===== config.mk =====
export PLATFORM = sky130hd
export DESIGN_NAME = pc_sequencer
export DESIGN_NICKNAME = d
export VERILOG_FILES = /design/src/rtl/pc_sequencer.sv
export SDC_FILE = /design/constraint.sdc
export NUM_CORES = 1
export LEC_CHECK = 0
export CORE_MARGIN = 5
export CORE_UTILIZATION = 46
export CTS_BUF_LIST = sky130_fd_sc_hd__clkbuf_8
export DETAILED_ROUTE_END_ITERATION = 8
export HOLD_SLACK_MARGIN = 0.15
export PLACE_DENSITY_LB_ADDON = 0.08
export SETUP_SLACK_MARGIN = 0.3
export SYNTH_ARGS = -nofsm -noshare
export SYNTH_HDL_FRONTEND = slang
export SYNTH_SLANG_ARGS = --single-unit

===== constraint.sdc =====
create_clock -name clk -period 2 [get_ports clk]
set_clock_uncertainty 0.05 [all_clocks]
set_input_delay 0.4 -clock clk [delete_from_list [all_inputs] [get_ports clk]]
set_output_delay 0.4 -clock clk [all_outputs]
set_load 0.02 [all_outputs]

===== src/rtl/pc_sequencer.sv =====
// Program-counter sequencer for FRANK6000: selects the next PC and drives the instruction
// stack's push/pop strobes, mirroring its depth to flag overflow and underflow.
module pc_sequencer #(
  parameter int data_width = 8,
  parameter int addr_width = 4
) (
  input  logic                  clk,
  input  logic                  rst,
  input  logic                  i_en,
  input  logic                  i_jmp,
  input  logic                  i_brz,
  input  logic                  i_zero,
  input  logic                  i_call,
  input  logic                  i_rtrn,
  input  logic [data_width-1:0] i_target,
  input  logic [data_width-1:0] i_stack,
  output logic [data_width-1:0] o_PC,
  output logic                  o_call,
  output logic                  o_rtrn,
  output logic                  o_busy,
  output logic                  o_ovf,
  output logic                  o_unf
);

  typedef enum logic {RUN, RET_WAIT} state_t;

  localparam logic [addr_width:0] DEPTH_MAX = {1'b1, {addr_width{1'b0}}};

  state_t                state;
  state_t                state_next;
  logic [data_width-1:0] pc_next;
  logic [data_width-1:0] pc_inc;
  logic [addr_width:0]   depth;
  logic [addr_width:0]   depth_next;
  logic                  ovf_next;
  logic                  unf_next;

  assign pc_inc = o_PC + data_width'(1);

  always_ff @(posedge clk or posedge rst) begin
    if (rst) begin
      state <= RUN;
      o_PC  <= '0;
      depth <= '0;
      o_ovf <= 1'b0;
      o_unf <= 1'b0;
    end else begin
      state <= state_next;
      o_PC  <= pc_next;
      depth <= depth_next;
      o_ovf <= ovf_next;
      o_unf <= unf_next;
    end
  end

  // The stack's read is registered, so a pop spends one cycle in RET_WAIT before i_stack is valid.
  always_comb begin
    state_next = state;
    pc_next    = o_PC;
    depth_next = depth;
    ovf_next   = o_ovf;
    unf_next   = o_unf;
    o_call     = 1'b0;
    o_rtrn     = 1'b0;
    o_busy     = 1'b0;
    case (state)
      RUN: begin
        if (i_en) begin
          if (i_rtrn) begin
            if (depth != '0) begin
              o_rtrn     = 1'b1;
              depth_next = depth - (addr_width + 1)'(1);
              state_next = RET_WAIT;
            end else begin
              unf_next = 1'b1;
              pc_next  = pc_inc;
            end
          end else if (i_call) begin
            if (depth != DEPTH_MAX) begin
              o_call     = 1'b1;
              depth_next = depth + (addr_width + 1)'(1);
              pc_next    = i_target;
            end else begin
              ovf_next = 1'b1;
              pc_next  = pc_inc;
            end
          end else if (i_jmp) begin
            pc_next = i_target;
          end else if (i_brz) begin
            pc_next = i_zero ? i_target : pc_inc;
          end else begin
            pc_next = pc_inc;
          end
        end
      end
      RET_WAIT: begin
        o_busy     = 1'b1;
        pc_next    = i_stack;
        state_next = RUN;
      end
      default: state_next = RUN;
    endcase
  end

endmodule


==> impl.org <==
** Run status
- The run finished, with violations left.
- Failing checks :: negative setup slack

** Global routing
- The number of global-route vias before repair was 1215.
- Initial antenna violation count :: 0
- Overall global routing resource usage :: 0.198
- The first global-routing pass estimated 5200 um of wire.
- The total overflow left after global routing is 0.
- Maximum number of pins on one net before global-route repair :: 18

** Worst hold path
- The startpoint identified for the worst hold timing path is o_unf$_DFFE_PP0P_.
- The path class of the tightest hold or removal check is reg2reg.
- Worst hold stages :: 1
- Terminating pin of the worst hold path :: o_unf$_DFFE_PP0P_

** Cells and area
- The final layout contains 210 nets.
- Ant. Diodes :: 0
- Share of layout cells above drive strength 1 :: 0.317
- Compared with the post-synthesis result, the final layout area differs by 69.3%.

** Floorplanning
- I/O pin count :: 37
- Cell Rows :: 17
- Y dimension of the die :: 58.4 um
- The region available for standard cell placement spans 0.00223 mm^2.
- Starting density of the core :: 0.482
- Full die area :: 0.00341 mm^2
- The die is 58.4 um wide.

** Synthesis
- Synthesis produced 118 cells.
- Biggest area consumer among synthesized cells :: dfrtp_1
- Biggest area contributors in the synthesized netlist :: dfrtp_1 37%, nand2_1 6.6%, mux2i_1 5.6%
- The share of the Yosys chip area taken by registers is 0.372.
- The most used flip-flop cell after synthesis is dfrtp_1.
- Synthesis inferred 16 register bits.
- The synthesized design contains 0 enable-type register cells.
- Fraction of synthesized area in multiplexers :: 0.0557
- Post-Synth Simple-Gate Area :: 0.200
- A synthesized cell averages 9.13 um^2.
- Cell Area, Synth :: 0.00108 mm^2
- By area, the combinational part of the netlist is dominated by compound AO/OA/AOI/OAI gates.
- Post-synthesis async set-or-reset flop share :: 1.00
- Synthesis produced a netlist with a net count of 147.
- Yosys mapped the design onto 31 distinct sky130hd cell types.
- XOR/XNOR share of the synthesized area :: 0.0732
- During synthesis, Yosys emitted a total of 0 warnings.
- Share of the synthesized area in compound gates (AO/OA/AOI/OAI) :: 0.203
- Of the post-synthesis cell area, the dominant cell type holds 0.372.
- Adder-Cell Fraction of Synth Area :: 0.0650

** Pwr
- Of the total power, the share spent switching nets is 0.415.
- IR drop worst, VDD :: 1110 uV
- In this run the power density over the cells is 1280 mW/mm^2.
- Of the total power, registers draw 0.279.
- Comb power frac :: 0.597
- Share of power burned in the clock network :: 0.124
- For this design the static power due to leakage is 0.837 nW.
- Cell internal power dissipation :: 1.36 mW
- Net switching power figure :: 0.965 mW

** Setup path
- The critical path crosses 4 cells after its start point.
- Critical-path maximum fanout :: 2
- Kind of critical path :: reg2out
- Worst reg2reg endpoint :: o_PC[7]$_DFFE_PP0P_
- Depth of the worst register-to-register path :: 7
- CP top delay family :: simple AND/OR/NAND/NOR gates
- At the worst endpoint, the required time is 1.55 ns.
- Buffer and inverter count on the worst path :: 1
- Setup slack of the most critical reg-to-reg path :: 0.02 ns
- Type of destination of the critical path :: output port
- In this run the critical register-to-register path is launched from depth[2]$_DFFE_PP0P_.
- On the worst path, the slowest cell contributes a delay of 0.55 ns.
- Crit path max-delay cell type :: or4_4
- Crit path launch type :: flip-flop
- Traced cell by cell, the critical path runs through or4_4 -> nor2_4 -> nor2b_4 -> buf_6.
- STA puts the critical path data arrival time at 1.55 ns.

** CTS
- For this design, the sink count on the clock tree is 16.
- Clock latency on the worst-skew pair, taken at its later pin, is 0.25 ns.
- Root buffer cell :: clkbuf_8
- Counting the buffers created by CTS gives 3.
- In this run the number of H-tree levels came out at 1.
- The clock passes through at most 2 buffers.
- Reg clk slew, reported paths :: 0.06 ns
- CTS tree :: yes

** Place
- IO Port Bufs :: 36
- Final HPWL from detailed placement :: 2320 um
- Pre-CTS setup slack :: -0.486 ns
- Global placement routability congestion :: 0.853

** STA
- The max-slew violation total from the final report is 0.
- For the finished layout, the period the worst path requires is 2.00 ns.
- Headroom to the max-slew limit came out at 0.581.
- Across all setup checks in the final design, the least slack found is -0.000559 ns.
- At the pin with the least slew margin, the transition time is 0.628 ns.
- Endpoints failing hold :: 0
- Final setup violation count :: 1
- Of the available clock period, the critical path in the final layout requires 1.00.
- Adding up every negative setup slack in the final design gives -0.000559 ns.
- Unrepaired setup endpoints after global routing :: true
- Derived from the worst setup path, the maximum achievable clock frequency is 0.500 GHz.

** Route
- Across all layers, the routed design uses 1142 vias.
- Once detail routing completed, the nets flagged for antenna violations numbered 0.
- The first TritonRoute pass finished after 4 iterations.
- Number of DRC violations after detailed-routing iteration 0 :: 17
- Routed wire length :: 3220 um
- Dividing the detail-routed wire length by the instance count gives 15.5 um.
- Average vias per placed instance :: 5.49
- DRC viols :: 0

** Run
- The tool flagged a number of max-cap violations equal to 0.
power by group through the flow:
stage / Combinational (mW) / Sequential, mW / Clock (mW)
floorplan: 0.565 / 0.733 / 0
global placement: 1.17 / 0.620 / 0
detailed placement: 1.23 / 0.630 / 0
CTS: 1.26 / 0.633 / 0.296
global route: 1.50 / 0.676 / 0.318
finish: 1.39 / 0.649 / 0.289
sequential cells by signal, indices dropped and copies added (netlist names):
name,cells
o_unf,1
depth,5
state,1
o_ovf,1
o_PC,8
cells in the mapped netlist, drive strengths merged (3+ instances only):
master,instances
xnor2,3
inv,4
o221ai,5
mux2i,6
a22oi,3
a21oi,7
nor2b,7
o21ai,9
nand2,19
xor2,6
nor2,7
nand3,4
dfrtp,16
ha,4
final cells by class:
cell class                 instances  area [um^2]
sequential                        16          400
inverter                           4         15.0
timing repair buffer              61          564
clock buffer                       4         55.1
tap                               28         35.0
multi-input combinational         95          754
fill                             157          409
routing by layer:
layer  GRT usage  part of all wire
met4       0.106             0.020
met3      0.0417             0.050
met2       0.367              0.53
met1       0.205              0.40
met5           0                 0
through the flow:
stage	util	instance area (um^2)	hold slack (ns)	std cells	power, mW
2_1_floorplan	-	1090	0.264	118	1.30
3_3_place_gp	0.719	1610	0.390	198	1.79
3_5_place_dp	0.719	1610	0.398	198	1.86
4_1_cts	0.770	1720	0.412	203	2.19
5_1_grt	0.817	1820	0.446	208	2.50
6_report	0.817	1820	0.407	208	2.33
cells in the final DEF, fill, tap and decap left out, types with 5 or more instances in the layout:
master,synthesis,routed
clkdlybuf4s50_1,0,22
buf_4,0,18
dfrtp_1,16,16
nand2_1,19,12
dlygate4sd2_1,0,9
buf_6,1,9
o21ai_1,7,7
a21oi_1,7,6
xor2_1,6,6
nor2_1,7,6
mux2i_1,6,6
nand2_2,0,5
nor2b_1,7,5
worst max path at each step:
| stage | start | endpoint | slack, ns |
|---|---|---|---|
| after global routing | depth[3]$_DFFE_PP0P_ | o_rtrn | -0.05 |
| after floorplan | depth[0]$_DFFE_PP0P_ | o_PC[1]$_DFFE_PP0P_ | 0.33 |
| after global placement | i_en | o_rtrn | -0.41 |
| after CTS | depth[3]$_DFFE_PP0P_ | o_rtrn | 0.03 |
| final | depth[2]$_DFFE_PP0P_ | o_rtrn | -0.0006 |
| after detailed placement | i_en | o_rtrn | -0.49 |
cells by family after synthesis:
family | count (synthesis)
buffers and inverters | 7
XOR/XNOR | 9
AND/OR/NAND/NOR | 44
adder cells (fa/ha/maj) | 5
multiplexers | 6
flip-flops | 16
AO/OA/AOI/OAI | 31
repair_timing:
action,4_1_cts,5_1_grt
resized for setup,41,19
gates cloned,0,0
buffers inserted,1,5
endpoints found under the setup margin,24,17
hold buffers,0,0
pin swaps,3,15
Note: power is estimated with default switching activity, not from simulation.
